[src/rtl/uart_tx_frame.sv]
// uart_tx_frame: UART frame serialiser. Each frame is a start bit (0), DATA_WIDTH data bits
// sent LSB first, an optional parity bit, and a stop bit (1). Every bit is held for PRESCALE
// clock cycles.
//
// Ports:
//   CLK        clock
//   RST        synchronous reset, active-high
//   P_DATA     word to transmit, latched on the accept edge
//   DATA_VALID request strobe, accepted only while idle
//   PAR_EN     1 = append a parity bit
//   PAR_TYP    0 = even parity, 1 = odd parity
//   PRESCALE   clock cycles per serial bit (0 is treated as 1)
//   TX_OUT     registered serial line, idles high
//   BUSY       registered, high from the accept edge until the frame ends
//
// Build option: define UART_TX_STOP2_EN to send two stop bits per frame.
module uart_tx_frame #(
  parameter int unsigned DATA_WIDTH     = 8,
  parameter int unsigned PRESCALE_WIDTH = 6
) (
  input  logic                      CLK,
  input  logic                      RST,
  input  logic [DATA_WIDTH-1:0]     P_DATA,
  input  logic                      DATA_VALID,
  input  logic                      PAR_EN,
  input  logic                      PAR_TYP,
  input  logic [PRESCALE_WIDTH-1:0] PRESCALE,
  output logic                      TX_OUT,
  output logic                      BUSY
);

  localparam int unsigned BitW = (DATA_WIDTH > 1) ? $clog2(DATA_WIDTH) : 1;
  localparam logic [BitW-1:0] LastBit = BitW'(DATA_WIDTH - 1);

  typedef enum logic [2:0] {StIdle, StStart, StData, StParity, StStop} state_e;

  state_e                    state_q, state_d;
  logic [PRESCALE_WIDTH-1:0] cnt_q, cnt_d;
  logic [PRESCALE_WIDTH-1:0] period_q, period_d;
  logic [BitW-1:0]           bit_q, bit_d;
  logic [DATA_WIDTH-1:0]     shift_q, shift_d;
  logic [DATA_WIDTH-1:0]     shift_nxt;
  logic                      par_en_q, par_en_d;
  logic                      parity_q, parity_d;
  logic                      tx_q, tx_d;
  logic                      busy_q, busy_d;
  logic                      period_end;
  logic                      stop_done;

  // period_q is forced non-zero on accept, so the subtraction cannot wrap while framing.
  assign period_end = (cnt_q == period_q - PRESCALE_WIDTH'(1));
  assign shift_nxt  = shift_q >> 1;

  // In STOP the bit counter is reused to count stop bits.
`ifdef UART_TX_STOP2_EN
  assign stop_done = (bit_q != '0);
`else
  assign stop_done = 1'b1;
`endif

  always_comb begin
    state_d  = state_q;
    cnt_d    = cnt_q;
    period_d = period_q;
    bit_d    = bit_q;
    shift_d  = shift_q;
    par_en_d = par_en_q;
    parity_d = parity_q;
    tx_d     = tx_q;
    busy_d   = busy_q;

    if (state_q != StIdle) begin
      cnt_d = period_end ? '0 : cnt_q + PRESCALE_WIDTH'(1);
    end

    // tx_d always carries the level of the bit being entered, so TX_OUT is a pure flop.
    unique case (state_q)
      StIdle: begin
        tx_d   = 1'b1;
        busy_d = 1'b0;
        cnt_d  = '0;
        bit_d  = '0;
        if (DATA_VALID) begin
          shift_d  = P_DATA;
          par_en_d = PAR_EN;
          parity_d = PAR_TYP ^ (^P_DATA);
          period_d = (PRESCALE == '0) ? PRESCALE_WIDTH'(1) : PRESCALE;
          state_d  = StStart;
          tx_d     = 1'b0;
          busy_d   = 1'b1;
        end
      end
      StStart: begin
        if (period_end) begin
          state_d = StData;
          tx_d    = shift_q[0];
        end
      end
      StData: begin
        if (period_end) begin
          if (bit_q == LastBit) begin
            bit_d = '0;
            if (par_en_q) begin
              state_d = StParity;
              tx_d    = parity_q;
            end else begin
              state_d = StStop;
              tx_d    = 1'b1;
            end
          end else begin
            bit_d   = bit_q + BitW'(1);
            shift_d = shift_nxt;
            tx_d    = shift_nxt[0];
          end
        end
      end
      StParity: begin
        if (period_end) begin
          state_d = StStop;
          tx_d    = 1'b1;
        end
      end
      StStop: begin
        if (period_end) begin
          if (stop_done) begin
            state_d = StIdle;
            tx_d    = 1'b1;
            busy_d  = 1'b0;
            bit_d   = '0;
          end else begin
            bit_d = BitW'(1);
          end
        end
      end
      default: begin
        state_d = StIdle;
        tx_d    = 1'b1;
        busy_d  = 1'b0;
      end
    endcase
  end

  always_ff @(posedge CLK) begin
    if (RST) begin
      state_q  <= StIdle;
      cnt_q    <= '0;
      period_q <= '0;
      bit_q    <= '0;
      shift_q  <= '0;
      par_en_q <= 1'b0;
      parity_q <= 1'b0;
      tx_q     <= 1'b1;
      busy_q   <= 1'b0;
    end else begin
      state_q  <= state_d;
      cnt_q    <= cnt_d;
      period_q <= period_d;
      bit_q    <= bit_d;
      shift_q  <= shift_d;
      par_en_q <= par_en_d;
      parity_q <= parity_d;
      tx_q     <= tx_d;
      busy_q   <= busy_d;
    end
  end

  assign TX_OUT = tx_q;
  assign BUSY   = busy_q;

endmodule

[config.mk]
export PLATFORM = sky130hd
export DESIGN_NAME = uart_tx_frame
export DESIGN_NICKNAME = d
export VERILOG_FILES = /design/src/rtl/uart_tx_frame.sv
export SDC_FILE = /design/constraint.sdc
export NUM_CORES = 1
export LEC_CHECK = 0
export BUFFER_PORTS_ARGS = -buffer_cell sky130_fd_sc_hd__buf_2
export CAP_MARGIN = 20
export CORE_MARGIN = 2
export CORE_UTILIZATION = 55
export CTS_CLUSTER_SIZE = 25
export DETAILED_ROUTE_END_ITERATION = 7
export MAX_ROUTING_LAYER = met4
export PLACE_DENSITY = 0.74
export RECOVER_POWER = 100
export SLEW_MARGIN = 5
export SYNTH_ARGS = -nofsm -noshare
export SYNTH_HDL_FRONTEND = slang
export SYNTH_SLANG_ARGS = --single-unit
export TNS_END_PERCENT = 100
[constraint.sdc]
create_clock -name CLK -period 3.3 [get_ports CLK]
set_input_delay 0.66 -clock CLK [delete_from_list [all_inputs] [get_ports CLK]]
set_output_delay 0.66 -clock CLK [all_outputs]
set_load 0.005 [all_outputs]
==> impl_metrics.yaml, run 1 <==
clocking:
  cts_htree_levels: 2
  post_cts_resized: 0
  cts_buffer_depth: 2
  cts_made_buffers: 5
  cts_hold_buf: 0
  clkLatencyLatePin_ps: 330
  cts.sink_count: 30
  cts_setup_buffers: 0
  root_buffer: "clkbuf_4"
  clkTransAtPathRegs_ps: 90
  cts_tree: "done"
cells_and_area:
  fin_nets: 226
  fillers: 266
  synthToLayoutAreaGrowth_pct: 7.22
  drive_gt1_frac: 0.158
  antennaDiodeCount: 0
sta:
  rsz0062_at_grt: "false"
  relSlewSlack: 0.569
  hold_viol: 0
  post-route-min-period_ps: 2730
  setup_viol: 0
  fin_crit_sh: 0.827
  maxSlewViolCount: 0
  skew_ps: 4.91
  setup_ws_ps: 571
  max_freq_mhz: 366
  totalNegativeSetupSlack_ps: 0
  tightest_slew_ps: 646
worst_hold_path:
  whs_endpoint: "parity_q"
  min_path_cells: 2
  hp-class: "reg -> reg"
  hp-start: "parity_q"
floorplan:
  ioPinCount: 21
  rows: 19
  die_x_um: 58.7
  die-area_um2: 3450
  die-height_um: 58.7
  core_um2: 2810
  start_util: 0.587
power:
  p_per_area_nw_per_um2: 411
  total_power_w: 0.000725
  peakVddDrop_uv: 240
  p_leak_nw: 0.699
detailed_routing:
  drt_iter0_markers: 53
  vias: 1365
  drc: 0
  wl_per_cell_um: 13.9
  ant_nets: 0
  vias_per_cell: 5.83
  drt_first_pass_iters: 5
  drt_wl_total_um: 3260
worst_setup_path:
  crit_path_start_kind: "flop"
  crit_path_end_kind: "flop"
  critPathMaxFanout: 12
  reg2reg_slack_ps: 570
  required_ps: 3530
  r2r-end: "state_q[1]"
  rr_startpoint: "period_q[0]"
  r2r_cells: 9
  critical_path_class: "reg -> reg"
  cp.arrival_ps: 2960
synthesis:
  ys_seq_area_frac: 0.365
  synth.most_common_cell: "dfxtp_1"
  synth-main-ff-cell: "dfxtp_1"
  synthCells: 186
  syn-num-nets: 209
  syn_area_um2: 1650
  synth-edff-count: 0
  synth_warnings: 0
  synth.area.top_cells: "dfxtp_1 (37%), xnor2_1 (6.9%), mux2i_1 (4.9%)"
  netlist.area_leader.share: 0.365
  yosysTopAreaCell: "dfxtp_1"
  yosys-top-cells-count: "dfxtp_1 (30), nor2_1 (21), nand2_1 (17)"
  synth-seq-cells: 30
  avgSynthCellArea_um2: 8.85
  ys_types: 42
  async_flop_share: 0
grt:
  first_global_vias: 1263
  grt_max_degree: 27
  antenna_found_initial: 0
  grt_pass1_wl_um: 5330
  grt-ovfl-total: 0
  grt_usage: 0.211
placement:
  port-buffer-count: 20
  dp_hpwl_um: 2380
  gp_congestion: 0.792
  place_ws_ps: 607
flow_run:
  max_cap_violations: 0
run_status:
  status: "finished clean"
## power by group
part | switching (W) | internal [W]
registers | 0.0000152 | 0.000381
logic | 0.0000727 | 0.0000605
clock network | 0.000116 | 0.0000801
## placed cells by master, fill, tap and decap left out, drive strengths merged, types with 7 or more instances in the layout
cell type / count
dfxtp: 30
a211oi: 9
mux2i: 8
o21ai: 7
clkbuf: 9
nor2: 21
nand3: 7
xor2: 7
xnor2: 13
a21oi: 10
nand2: 17
buf: 19
## worst max-delay path: stages (launching register included)
cell and delay (ps):
dfxtp_1 410, inv_1 80, ha_1 240, nor2b_1 130, or3_1 350, a31o_1 310, nor3_2 190, clkbuf_1 400
o21ai_0 230, a32o_1 300
## worst max-delay path by stage
stage	from	to	slack, ps	depth (start not counted)
6_report	period_q[0]	state_q[1]	570	9
5_1_grt	period_q[0]	state_q[1]	410	9
4_1_cts	period_q[0]	shift_q[2]	720	8
3_5_place_dp	DATA_VALID	shift_q[2]	610	7
3_3_place_gp	DATA_VALID	shift_q[4]	760	7
2_1_floorplan	period_q[0]	state_q[1]	1060	9
## final cells by class
type | count | area, um^2 | share of cell area
Sequential cell | 30 | 601 | 0.340
Timing Repair Buffer | 21 | 103 | 0.0582
Clock buffer | 7 | 45.0 | 0.0255
Multi-Input combinational cell | 140 | 958 | 0.543
Tap cell | 31 | 38.8 | 0.0220
Inverter | 5 | 18.8 | 0.0106
## sequential cells by signal, summed over array words and instances, names as in the netlist
signal / count
state_q: 3
par_en_q: 1
period_q: 6
shift_q: 8
BUSY: 1
cnt_q: 6
TX_OUT: 1
bit_q: 3
parity_q: 1
## kinds of logic (layout without fill, tap and decap cells)
kind of cell / after synthesis / in the layout / share of synthesized area
XOR/XNOR: 20 / 20 / 0.106
adder cells (fa/ha/maj): 4 / 4 / 0.0304
flip-flops: 30 / 30 / 0.365
AO/OA/AOI/OAI: 39 / 39 / 0.179
AND/OR/NAND/NOR: 69 / 69 / 0.218
multiplexers: 8 / 8 / 0.0487
buffers and inverters: 16 / 33 / 0.0525
## metrics by stage
step           hold WS [ps]  utilization  instances  cell area [um^2]
2_1_floorplan           427            -        186              1650
3_3_place_gp            442        0.615        227              1720
3_5_place_dp            457        0.615        227              1720
4_1_cts                 470        0.631        234              1770
5_1_grt                 494        0.629        234              1760
6_report                472        0.629        234              1760
## routing by layer
| metal | vias up | part of all wire | wire (um) | global-route usage |
|---|---|---|---|---|
| met4 | 0 | 0.016 | 52 | 0.0909 |
| met2 | 27 | 0.49 | 1600 | 0.358 |
| met3 | 7 | 0.034 | 111 | 0.0593 |
| met5 | - | 0 | 0 | - |
| met1 | 641 | 0.46 | 1490 | 0.230 |
| li1 | 690 | - | - | - |
Power figures use the tool's default switching activity.
==> inputs of run 2 (changes only) <==
--- a/config.mk
+++ b/config.mk
@@ -5,14 +5,15 @@
 export SDC_FILE = /design/constraint.sdc
 export NUM_CORES = 1
 export LEC_CHECK = 0
+export ABC_AREA = 1
 export BUFFER_PORTS_ARGS = -buffer_cell sky130_fd_sc_hd__buf_2
 export CAP_MARGIN = 20
 export CORE_MARGIN = 2
-export CORE_UTILIZATION = 55
+export CORE_UTILIZATION = 52
 export CTS_CLUSTER_SIZE = 25
 export DETAILED_ROUTE_END_ITERATION = 7
 export MAX_ROUTING_LAYER = met4
-export PLACE_DENSITY = 0.74
+export PLACE_DENSITY = 0.73
 export RECOVER_POWER = 100
 export SLEW_MARGIN = 5
 export SYNTH_ARGS = -nofsm -noshare
==> constraint.sdc (replaced) <==
create_clock -name CLK -period 2.5 [get_ports CLK]
set_input_delay 0.5 -clock CLK [delete_from_list [all_inputs] [get_ports CLK]]
set_output_delay 0.5 -clock CLK [all_outputs]
set_load 0.005 [all_outputs]
==> impl_metrics.yaml, run 2 <==
cells_and_area:
  antennaDiodeCount: 0
  final_cells: 331
  reg_top3: "shift_q x8, cnt_q x6, period_q x6"
  layout.cells.most_common: "nand2_1"
  fin_nets: 307
  top_register: "shift_q"
  synthToLayoutAreaGrowth_pct: 9.50
  mostFrequentLayoutCells: "nand2_1 (81), dfxtp_1 (30), nand3_1 (27)"
  drive_gt1_frac: 0.144
  largest_reg_flops: 8
run_status:
  status: "finished clean"
synthesis:
  async_flop_share: 0
  synth.most_common_cell: "nand2_1"
  synth.area.top_cells: "dfxtp_1 (34%), nand2_1 (17%), nand3_1 (7.1%)"
  ys_types: 30
  syn-num-nets: 284
  yosys-top-cells-count: "nand2_1 (79), dfxtp_1 (30), nand3_1 (25)"
  avgSynthCellArea_um2: 6.71
  yosysTopAreaCell: "dfxtp_1"
  netlist.area_leader.share: 0.343
  synth-edff-count: 0
  synth-seq-cells: 30
  synth_warnings: 0
  synthCells: 261
  ys_seq_area_frac: 0.343
  syn_area_um2: 1750
  synth-main-ff-cell: "dfxtp_1"
sta:
  hold_viol: 0
  maxSlewViolCount: 0
  totalNegativeSetupSlack_ps: 0
  tightest_slew_ps: 546
  skew_ps: 8.09
  setup_viol: 0
  fin_crit_sh: 0.819
  relSlewSlack: 0.635
  max_freq_mhz: 488
  post-route-min-period_ps: 2050
  rsz0062_at_grt: "false"
worst_setup_path:
  crit_path_start_kind: "flop"
  path_cells: "nor2_2 -> inv_1 -> nor2_1 -> inv_4 -> nor2_4 -> inv_1 -> nand2_4 -> nand2_4 -> nand2_1 -> a21oi_1"
  cp.arrival_ps: 2270
  critical_path_class: "reg -> reg"
  crit_path_end_kind: "flop"
  worst_path_max_delay_cell: "nor2_1"
  crit_buf_inv: 3
  required_ps: 2720
  critPathMaxFanout: 15
  cpLargestDelayFamily: "simple AND/OR/NAND/NOR gates"
  slowest_delay_ps: 430
clocking:
  root_buffer: "clkbuf_4"
  cts_setup_buffers: 0
  clkLatencyLatePin_ps: 340
  cts_buffer_depth: 2
  cts.sink_count: 30
  cts_tree: "done"
  cts_hold_buf: 0
  post_cts_resized: 0
  clkTransAtPathRegs_ps: 100
  cts_htree_levels: 2
  cts_made_buffers: 5
detailed_routing:
  drc: 0
  vias_per_cell: 5.09
  wl_per_cell_um: 11.3
  vias: 1685
  top_layer_used: "met4"
  ant_nets: 0
  drt_wl_total_um: 3730
  wl_met2_um: 1560
  wl_met1_um: 1920
  dr_wl_met3_um: 162
  drt_first_pass_iters: 4
  drt_iter0_markers: 94
placement:
  dp_hpwl_um: 2760
  dp.cells: 323
  port-buffer-count: 20
  gp_congestion: 0.921
worst_hold_path:
  hp-class: "in -> reg"
floorplan:
  die-height_um: 62.0
  ioPinCount: 21
  rows: 21
  core_um2: 3280
  start_util: 0.533
  die_x_um: 62.0
  die-area_um2: 3850
power:
  p_per_area_nw_per_um2: 1050
  p_leak_nw: 0.890
  peakVddDrop_uv: 414
grt:
  grt-ovfl-total: 0
  grt_pass1_wl_um: 6150
  grt_max_degree: 16
  grt_usage: 0.227
  antenna_found_initial: 0
  first_global_vias: 1402
flow_run:
  max_cap_violations: 0
run 2: area by class of cell:
cell class                 count  area, um^2
clock buffer                   7        55.1
tap                           46        57.6
multi-input combinational    198         986
inverter                      28         108
timing repair buffer          21         106
clock inverter                 1        5.00
sequential                    30         601
fill                         337        1370
run 2: per-stage QoR:
step                setup slack (ps)   util  instance area, um^2  hold slack (ps)  total power [W]
floorplan                        883      -                 1750              433          0.00154
global placement                 759  0.575                 1890              449          0.00173
detailed placement               733  0.575                 1890              453          0.00174
CTS                              713  0.594                 1950              438          0.00205
global route                     273  0.584                 1920              432          0.00221
finish                           452  0.584                 1920              439          0.00201
run 2: power by group:
group / switching (W) / internal (W)
clock network: 0.000178 / 0.000136
registers: 0.0000996 / 0.000609
logic: 0.000637 / 0.000353
total: 0.000915 / 0.00110
run 2: layer usage:
metal  global-route usage  vias to the layer above
li1                     -                      887
met1                0.298                      750
met2                0.318                       38
met3               0.0663                       10
met4                0.103                        0
met5                    -                        -
run 2: logic make-up after synthesis:
kind of cell / synth area share
AND/OR/NAND/NOR: 0.393
AO/OA/AOI/OAI: 0.109
buffers and inverters: 0.0771
flip-flops: 0.343
XOR/XNOR: 0.0500
adder cells (fa/ha/maj): 0.0286
run 2: worst paths after layout:
kind / endpoint / from / slack, ps / cells after the start
worst max-delay path: shift_q[5] / state_q[1] / 450 / 10
worst min-delay path: period_q[5] / PRESCALE[5] / 440 / 3
worst max register to register: shift_q[5] / state_q[1] / 450 / 10
worst min register to register: shift_q[2] / shift_q[2] / 470 / 2
run 2: tightest hold or removal path, stage by stage:
cell	delay (ps)
buf_2	90
nor2_1	50
nor2_1	90
==> inputs of run 3 (changes only) <==
--- a/config.mk
+++ b/config.mk
@@ -5,15 +5,15 @@
 export SDC_FILE = /design/constraint.sdc
 export NUM_CORES = 1
 export LEC_CHECK = 0
-export ABC_AREA = 1
+export ABC_AREA = 0
 export BUFFER_PORTS_ARGS = -buffer_cell sky130_fd_sc_hd__buf_2
 export CAP_MARGIN = 20
 export CORE_MARGIN = 2
-export CORE_UTILIZATION = 52
+export CORE_UTILIZATION = 55
 export CTS_CLUSTER_SIZE = 25
 export DETAILED_ROUTE_END_ITERATION = 7
 export MAX_ROUTING_LAYER = met4
-export PLACE_DENSITY = 0.73
+export PLACE_DENSITY = 0.74
 export RECOVER_POWER = 100
 export SLEW_MARGIN = 5
 export SYNTH_ARGS = -nofsm -noshare
==> constraint.sdc (replaced) <==
create_clock -name CLK -period 1.9 [get_ports CLK]
set_input_delay 0.38 -clock CLK [delete_from_list [all_inputs] [get_ports CLK]]
set_output_delay 0.38 -clock CLK [all_outputs]
set_load 0.005 [all_outputs]
==> impl_metrics.yaml, run 3 (synthesis gave the netlist of run 1 again) <==
run_status:
  status: "finished, violations left"
  violations: "design-rule violations, negative setup slack"
worst_setup_path:
  cp.arrival_ps: 2200
  critPathMaxFanout: 5
  path_cells: "inv_2 -> ha_4 -> nor2b_4 -> or3_4 -> a31o_4 -> nor3_4 -> buf_6 -> o211ai_1 -> o41a_1"
  crit_path_end_kind: "flop"
  critical_path_class: "reg -> reg"
  crit_path_start_kind: "flop"
  slowest_delay_ps: 340
  required_ps: 2120
  crit_buf_inv: 2
  worst_path_max_delay_cell: "dfxtp_2"
  cpLargestDelayFamily: "simple AND/OR/NAND/NOR gates"
flow_run:
  max_cap_violations: 0
floorplan:
  die_x_um: 58.7
  ioPinCount: 21
  rows: 19
  core_um2: 2810
  die-area_um2: 3450
  start_util: 0.587
  die-height_um: 58.7
cells_and_area:
  synthToLayoutAreaGrowth_pct: 30.3
  fin_nets: 250
  final_cells: 259
  largest_reg_flops: 8
  antennaDiodeCount: 0
  layout.cells.most_common: "dfxtp_1"
  drive_gt1_frac: 0.360
  fillers: 199
  mostFrequentLayoutCells: "dfxtp_1 (28), buf_2 (19), nor2_1 (18)"
  reg_top3: "shift_q x8, cnt_q x6, period_q x6"
  top_register: "shift_q"
grt:
  antenna_found_initial: 0
  grt_max_degree: 27
  grt-ovfl-total: 0
  grt_usage: 0.242
  first_global_vias: 1422
  grt_pass1_wl_um: 6130
placement:
  dp_hpwl_um: 2620
  gp_congestion: 0.886
  dp.cells: 246
  port-buffer-count: 20
clocking:
  cts_tree: "done"
  cts_htree_levels: 2
  cts_buffer_depth: 2
  cts.sink_count: 30
  root_buffer: "clkbuf_4"
  cts_hold_buf: 0
  clkLatencyLatePin_ps: 330
  cts_made_buffers: 5
  clkTransAtPathRegs_ps: 90
sta:
  hold_viol: 0
  post-route-min-period_ps: 1980
  holdWs_ps: 297
  tightest_slew_ps: 466
  totalNegativeSetupSlack_ps: -751
  setup_ws_ps: -75.0
  maxSlewViolCount: 0
  skew_ps: 5.50
  fin_crit_sh: 1.04
  rsz0062_at_grt: "true"
  relSlewSlack: 0.687
  setup_viol: 21
  max_freq_mhz: 506
power:
  peakVddDrop_uv: 510
  total_power_w: 0.00149
  p_leak_nw: 0.884
  p_per_area_nw_per_um2: 693
detailed_routing:
  drt_iter0_markers: 56
  drt_first_pass_iters: 6
  vias: 1465
  drc: 1
  drt_wl_total_um: 3570
  ant_nets: 0
  wl_per_cell_um: 13.8
  vias_per_cell: 5.66
worst_hold_path:
  hp-class: "in -> reg"
-- run 3: cell count changes in the layout (fill, tap and decap cells not counted), moves of 4 or more --
cell      before  now
nand2_1       81   17
nand3_1       27    3
inv_1         25    3
buf_4          1   17
a21oi_1       22    9
o21ai_0       12    1
mux2i_1        0    8
xnor2_1        6   12
a211oi_2       0    5
a211oi_1       0    4
buf_6          0    4
nand2b_1       0    4
nand3_2        0    4
-- run 3: power by group --
group	switching, W	total, W	internal, W
sequential	0.0000269	0.000689	0.000662
clock	0.000219	0.000472	0.000253
combinational	0.000156	0.000325	0.000170
total	0.000402	0.00149	0.00108
-- run 3: worst paths after layout --
path,startpoint,depth (start not counted),end,slack [ps]
max,period_q[0],9,TX_OUT,-80
max reg2reg,period_q[0],9,TX_OUT,-80
min reg2reg,parity_q,2,parity_q,460
min,PRESCALE[1],3,period_q[1],300
-- run 3: what timing repair did --
item	in CTS	in global routing
gates resized for setup	6	13
endpoints found under the setup margin	14	22
cloned	0	0
buffers inserted	4	1
pin swaps	1	4
-- run 3: worst reg2reg max path, cell delays in order (launching register included) --
cell      delay [ps]
dfxtp_2          340
inv_2             50
ha_4             150
nor2b_4          110
or3_4            320
a31o_4           260
nor3_4           250
buf_6            160
o211ai_1          80
o41a_1           140
-- run 3: cell type report --
type / count / area, um^2 / share of cell area
clock buffers: 8 / 78.8 / 0.0368
multi-input cells: 140 / 1080 / 0.505
well taps: 31 / 38.8 / 0.0181
repair buffers: 45 / 322 / 0.150
flip-flops and latches: 30 / 603 / 0.281
inverters: 5 / 18.8 / 0.00876
-- run 3: per-layer routing --
metal / GRT usage / up-vias / part of all wire
met4: 0.130 / 0 / 0.018
met3: 0.0396 / 8 / 0.050
li1: - / 736 / -
met2: 0.384 / 36 / 0.47
met1: 0.294 / 685 / 0.46
met5: - / - / 0
-- run 3: per-stage QoR --
stage	util	setup WS, ps	area (um^2)
6_report	0.764	-75.0	2140
5_1_grt	0.764	-182	2140
4_1_cts	0.741	-75.4	2080
3_5_place_dp	0.693	-92.5	1940
3_3_place_gp	0.693	-34.1	1940
2_1_floorplan	-	-17.2	1710
